===== src/rtl/irq_ack_unit_pkg.sv =====
// Shared constants, FSM encoding and priority helper for the interrupt acknowledge unit.
package irq_ack_unit_pkg;

    localparam int IRQ_N     = 8;
    localparam int IRQ_NUM_W = 3;

    typedef enum logic [1:0] {
        IDLE    = 2'd0,
        REQ     = 2'd1,
        SERVICE = 2'd2
    } state_e;

    // Bit 0 is highest priority, so the lowest set index wins.
    function automatic logic [IRQ_NUM_W-1:0] lowest_idx(input logic [IRQ_N-1:0] v);
        logic [IRQ_NUM_W-1:0] idx;
        idx = '0;
        for (int i = IRQ_N - 1; i >= 0; i--) begin
            if (v[i]) idx = IRQ_NUM_W'(i);
        end
        return idx;
    endfunction

endpackage


===== src/rtl/irq_sync_edge.sv =====
// One IRQ line: SYNC_STAGES-flop synchroniser followed by a rising-edge detector.
// Pulse is one cycle wide; history clears on reset so a line high at release counts as an edge.
module irq_sync_edge #(
    parameter int SYNC_STAGES = 2
) (
    input  logic clk,
    input  logic rst_n,
    input  logic irq_i,
    output logic rise_o
);

    logic [SYNC_STAGES-1:0] sync_q, sync_d;
    logic                   prev_q;

    assign sync_d = {sync_q[SYNC_STAGES-2:0], irq_i};

    always_ff @(posedge clk or negedge rst_n) begin
        if (!rst_n) begin
            sync_q <= '0;
            prev_q <= 1'b0;
        end else begin
            sync_q <= sync_d;
            prev_q <= sync_q[SYNC_STAGES-1];
        end
    end

    assign rise_o = sync_q[SYNC_STAGES-1] & ~prev_q;

endmodule


===== src/rtl/irq_ack_unit.sv =====
// Interrupt acknowledge unit: latches IRQ edges, requests the lowest enabled index, one handler at a time.
// Optional IRQ_MASK_EN adds a write-only enable mask; irq edge to int_req is SYNC_STAGES+2 cycles.
module irq_ack_unit
    import irq_ack_unit_pkg::*;
#(
    parameter int SYNC_STAGES = 2
) (
    input  logic                 clk,
    input  logic                 rst_n,
    input  logic [IRQ_N-1:0]     irq_in,
`ifdef IRQ_MASK_EN
    input  logic                 mask_wr,
    input  logic [IRQ_N-1:0]     mask_wdata,
`endif
    input  logic                 int_ack,
    input  logic                 eoi,
    output logic                 int_req,
    output logic [IRQ_NUM_W-1:0] int_num,
    output logic                 in_service,
    output logic [IRQ_N-1:0]     pending
);

    logic [IRQ_N-1:0]     rise;
    logic [IRQ_N-1:0]     pending_q, pending_d;
    logic [IRQ_N-1:0]     clr;
    logic [IRQ_N-1:0]     enabled;
    state_e               state_q;
    logic                 int_req_q;
    logic                 in_service_q;
    logic [IRQ_NUM_W-1:0] int_num_q;

    for (genvar g = 0; g < IRQ_N; g++) begin : g_line
        irq_sync_edge #(.SYNC_STAGES(SYNC_STAGES)) u_sync_edge (
            .clk    (clk),
            .rst_n  (rst_n),
            .irq_i  (irq_in[g]),
            .rise_o (rise[g])
        );
    end

`ifdef IRQ_MASK_EN
    logic [IRQ_N-1:0] mask_q;

    always_ff @(posedge clk or negedge rst_n) begin
        if (!rst_n)       mask_q <= '1;
        else if (mask_wr) mask_q <= mask_wdata;
    end

    assign enabled = pending_q & mask_q;
`else
    assign enabled = pending_q;
`endif

    // A fresh edge on the line being acknowledged wins over the clear.
    always_comb begin
        clr = '0;
        if (state_q == REQ && int_ack) clr[int_num_q] = 1'b1;
        pending_d = (pending_q & ~clr) | rise;
    end

    always_ff @(posedge clk or negedge rst_n) begin
        if (!rst_n) pending_q <= '0;
        else        pending_q <= pending_d;
    end

    always_ff @(posedge clk or negedge rst_n) begin
        if (!rst_n) begin
            state_q      <= IDLE;
            int_req_q    <= 1'b0;
            int_num_q    <= '0;
            in_service_q <= 1'b0;
        end else begin
            case (state_q)
                IDLE: begin
                    if (|enabled) begin
                        int_num_q <= lowest_idx(enabled);
                        int_req_q <= 1'b1;
                        state_q   <= REQ;
                    end
                end
                REQ: begin
                    if (int_ack) begin
                        int_req_q    <= 1'b0;
                        in_service_q <= 1'b1;
                        state_q      <= SERVICE;
                    end
                end
                SERVICE: begin
                    if (eoi) begin
                        in_service_q <= 1'b0;
                        state_q      <= IDLE;
                    end
                end
                default: begin
                    int_req_q    <= 1'b0;
                    in_service_q <= 1'b0;
                    state_q      <= IDLE;
                end
            endcase
        end
    end

    assign int_req    = int_req_q;
    assign int_num    = int_num_q;
    assign in_service = in_service_q;
    assign pending    = pending_q;

endmodule


===== config.mk =====
export PLATFORM = sky130hd
export DESIGN_NAME = irq_ack_unit
export DESIGN_NICKNAME = d
export VERILOG_FILES = /design/src/rtl/irq_ack_unit_pkg.sv /design/src/rtl/irq_sync_edge.sv /design/src/rtl/irq_ack_unit.sv
export SDC_FILE = /design/constraint.sdc
export NUM_CORES = 1
export LEC_CHECK = 0
export CAP_MARGIN = 20
export CORE_ASPECT_RATIO = 1.75
export CORE_MARGIN = 8
export CORE_UTILIZATION = 44
export CTS_CLUSTER_DIAMETER = 120
export CTS_CLUSTER_SIZE = 12
export DETAILED_ROUTE_END_ITERATION = 12
export PLACE_DENSITY_LB_ADDON = 0.1
export REMOVE_ABC_BUFFERS = 1
export SYNTH_ARGS = -nofsm -noshare
export SYNTH_HDL_FRONTEND = slang
export SYNTH_SLANG_ARGS = --single-unit

===== constraint.sdc =====
create_clock -name clk -period 1.6 [get_ports clk]
set_input_delay 0.16 -clock clk [delete_from_list [all_inputs] [get_ports clk]]
set_output_delay 0.16 -clock clk [all_outputs]
set_load 0.02 [all_outputs]

==> Yosys cells after proc, flatten, opt, wreduce, memory -nomap -nowiden <==
Cells that the tools add are included.
{ "totals": {"in_bits": 12, "regBits": 39} }
{ "classes": {"n_eq_ne": 5, "order_cmp": 2, "reduce_logical": 8, "n_mux": 21, "n_bitwise": 21} }
{ "op_table": {"columns": ["cell", "n"], "rows": [
  ["$mux W3", 8],
  ["$not A1 Y1", 10],
  ["$reduce_and A3 Y1", 3],
  ["$and A1 B1 Y1", 8],
  ["$and A8 B8 Y8", 1],
  ["$mux W8", 1],
  ["$not A8 Y8", 1],
  ["$or A8 B8 Y8", 1],
  ["$reduce_or A8 Y1", 1],
  ["$mux W2", 3],
  ["$ne A2 B2 Y1 const B", 3],
  ["$pmux W1 S3", 2],
  ["$pmux W2 S3", 1],
  ["$mux W1", 5],
  ["$lt A3 B4 Y1 const B", 1],
  ["$demux W1 S3", 1],
  ["$ge A3 B1 Y1 const B", 1],
  ["$eq A2 B1 Y1 const B", 1],
  ["$eq A2 B2 Y1 const B", 1],
  ["$logic_and A1 B1 Y1", 2],
  ["$logic_not A2 Y1", 1],
  ["$reduce_and A2 Y1", 1]
]} }

==> Longest topological paths before layout <==
{ "depth": {"ltp_word": 8, "depth_mapped": 4, "ltp_nobuf": 4} }

==> Hierarchy <==
A second synthesis with hierarchy kept.
{ "hier_totals": {"cells_unflattened": 101, "area_unflattened_um2": 1457.6} }
{ "by_module_without_submodules": {"columns": ["module", "instances", "area_each_um2", "cells_each"], "rows": [
  ["irq_ack_unit", 1, 747.0, 69],
  ["irq_sync_edge", 8, 88.8, 4]
]} }

==> Worst setup path before layout <==
Ideal clock, no wire load.
{ "synth_path": {"path_kind": "register to register", "startpoint": "register pending_q[5] (netlist: pending[5])", "endpoint": "register int_num_q[0] (netlist: int_num[0])", "period_less_slack_ps": 1665, "setup_time_ps": 125, "path_stages_with_launch": 4, "t_arrival_ps": 1540, "path_buffers": 0, "path_slack_ps": -65, "path_cell_list": "dfrtp_1 -> or4_4 -> o21ai_4 -> mux2_4"} }
{ "synth_between": {"elab_chain_len": 6} }
{ "synth_rtl": {"columns": ["item", "line", "text"], "rows": [
  ["from (decl)", "irq_ack_unit.sv:24", "logic [IRQ_N-1:0] pending_q, pending_d;"],
  ["from (signal assigned)", "irq_ack_unit.sv:63", "else pending_q <= pending_d;"],
  ["$mux W3 (6 in series)", "irq_ack_unit_pkg.sv:18", "if (v[i]) idx = IRQ_NUM_W'(i);"],
  ["to (signal assigned)", "irq_ack_unit.sv:76", "int_num_q <= lowest_idx(enabled);"],
  ["to (decl)", "irq_ack_unit.sv:30", "logic [IRQ_NUM_W-1:0] int_num_q;"]
]} }
Parallel ways exist; a longest one is shown, timed or not.
A chain may end at the register's enable or synchronous reset.

==> Worst setup path after layout <==
Same ends and word-level chain as after synthesis.

==> out/results.ini <==
[floorplanning]
die_area_um2 = 5030
rows = 26
initial_core_util_pct = 45.5
fp.dieH_um = 88.0
coreArea_um2 = 2860
io_pins = 25
die_w_um = 57.2

[clock_network]
tritoncts = built
ctsHoldBuffers = 0
cts.path.max_buffers = 2
postCtsSetupBuffers = 0
h-tree-depth = 2
clk_pin_slew_worst_paths_ns = 0.07
numCtsBuffers = 5
cts-resized-gates = 0
clk_latency_ns = 0.28
clock-root-buffer = clkbuf_8
clock_sinks = 39

[worst_setup_path]
r2r-end = int_num[0]
rr_startpoint = pending[5]
critical_path_required_ns = 1.77
cp-start-kind = register
critPathCaptureType = register
worstSetupPathType = register to register
ff2ff_path_depth = 3
endpoint = int_num[0]
regToRegSetupSlack_ns = 0.05
critPathMaxFanout = 3
arrival_ns = 1.72
startpoint = pending[5]

[sta]
finalCritPeriodShare_pct = 96.9
maxSlewHeadroom_pct = 69.0
worstMarginPinSlew_ns = 0.465
fmax_mhz = 645
hold_violations = 0
setup_ws_ns = 0.0489
rsz0062_at_grt = no
finalSetupViolations = 0
period_minus_slack_ns = 1.55
slew_violations = 0
skew_ns = 0.00736

[status]
outcome = completed

[cells_and_area]
area_growth_pct = 34.6
antenna_cells = 0
finalNonFillerCells = 170
fin_nets = 153
fin_util_pct = 61.3
layout_common_cells = 39 x dfrtp_1, 22 x clkdlybuf4s50_1, 12 x buf_4
final_common_cell = dfrtp_1
drive_gt1_share_pct = 15.5

[logic_synthesis]
synthDistinctLibCells = 18
synth_seq_cells = 39
syn_area_um2 = 1300
yosysWarnings = 0
ys_seq_area_share_pct = 74.9
syn_area_per_cell_um2 = 13.3
synth_cells = 98

[grt]
grt_use_total_pct = 11.7
antenna_found_initial = 0
overflow = 0
grt_pass1_vias = 978
grt_pass1_wl_um = 4410
grt_max_degree = 40

[power_and_ir_drop]
power_w = 0.00265
swShare_pct = 30.7
power.net_switching_w = 0.000813
clock_power_share_pct = 22.5
irDropWorstVdd_mv = 0.932
p_int_w = 0.00184
power_frac_seq_pct = 46.3
p_per_area_nw_per_um2 = 1510
comb_power_share_pct = 31.2
p_leak_nw = 0.797

[placement]
dpl_worst_slack_ns = 0.0623
portBuffers = 24
dpl.hpwl_um = 2060
numPlacedInstances = 162
gp_congestion = 0.933

[routing]
drt-initial-drc-count = 11
drcViolationCount = 0
route.vias.total = 876
via_per_inst = 5.15
ant_nets = 0
wl_per_cell_um = 15.1
drt_wl_total_um = 2570
firstDrtPassIters = 4

[job]
drv_cap = 0

[hold_path]
hold_path.class = primary input to asynchronous set/reset pin

-- registers in the layout, summed over array words and instances (netlist names) --
signal / count
state_q: 2
int_num: 3
g_line.u_sync_edge.sync_q: 16
g_line.u_sync_edge.prev_q: 8
in_service: 1
pending: 8
int_req: 1
-- through the flow --
| step | hold WS, ns | setup TNS, ns | area (µm²) |
|---|---|---|---|
| final | 0.306 | 0 | 1760 |
| after global routing | 0.308 | 0 | 1760 |
| after CTS | 0.312 | 0 | 1750 |
| after detailed placement | 0.342 | 0 | 1670 |
| after global placement | 0.335 | 0 | 1670 |
| after floorplan | -0.136 | -0.0654 | 1300 |
-- worst min-delay path by stage --
stage,startpoint,slack [ns],endpoint
floorplan,rst_n,-0.14,g_line[0].u_sync_edge.prev_q
global placement,g_line[4].u_sync_edge.sync_q[0],0.33,g_line[4].u_sync_edge.sync_q[1]
detailed placement,g_line[3].u_sync_edge.sync_q[0],0.34,g_line[3].u_sync_edge.sync_q[1]
CTS,irq_in[5],0.31,g_line[5].u_sync_edge.sync_q[0]
global route,irq_in[0],0.31,g_line[0].u_sync_edge.sync_q[0]
finish,rst_n,0.31,int_req
-- cell type report --
class                      instances  area (µm²)
sequential                        39         976
clock inverter                     1        5.00
clock buffer                       7        76.3
tap                               28        35.0
timing repair buffer              36         335
inverter                          10        37.5
fill                             249        1110
multi-input combinational         49         290
-- kinds of logic after synthesis --
family	after synthesis	synth area share, %
DFF	39	74.9
buffers and inverters	10	2.88
and+or+nand+nor	20	8.45
muxes	1	1.15
AOI/OAI and AO/OA	28	12.7
-- metal layers --
metal | routed length (µm) | global-route usage (%)
met1 | 851 | 9.52
met2 | 1480 | 21.6
met3 | 197 | 5.81
met4 | 36 | 6.22
met5 | 0 | 0
-- Yosys cell counts (all sizes together) --
cell type | number | area, µm²
a211oi | 1 | 7.51
a21o | 1 | 7.51
a21oi | 4 | 20.0
and3b | 1 | 8.76
dfrtp | 39 | 976
inv | 10 | 37.5
mux2 | 1 | 15.0
nand2 | 5 | 18.8
nand2b | 3 | 18.8
nor2 | 4 | 15.0
nor2b | 1 | 6.26
nor3 | 4 | 20.0
o21ai | 19 | 106
o31ai | 2 | 15.0
o41ai | 1 | 8.76
or4 | 2 | 22.5
-- power groups by stage --
stage                     Sequential [W]  Combinational [W]  Clock [W]
after floorplan                  0.00138           0.000233          0
final                            0.00123           0.000828   0.000598
after detailed placement         0.00125           0.000843          0
after CTS                        0.00123           0.000845   0.000628
after global placement           0.00124           0.000833          0
after global routing             0.00125           0.000901   0.000681
-- critical path: stages, from the launching register on --
cell	delay (ns)
dfrtp_1	0.38
or4_4	0.57
o21ai_4	0.18
mux2_4	0.30
(Power assumes the default switching activity.)
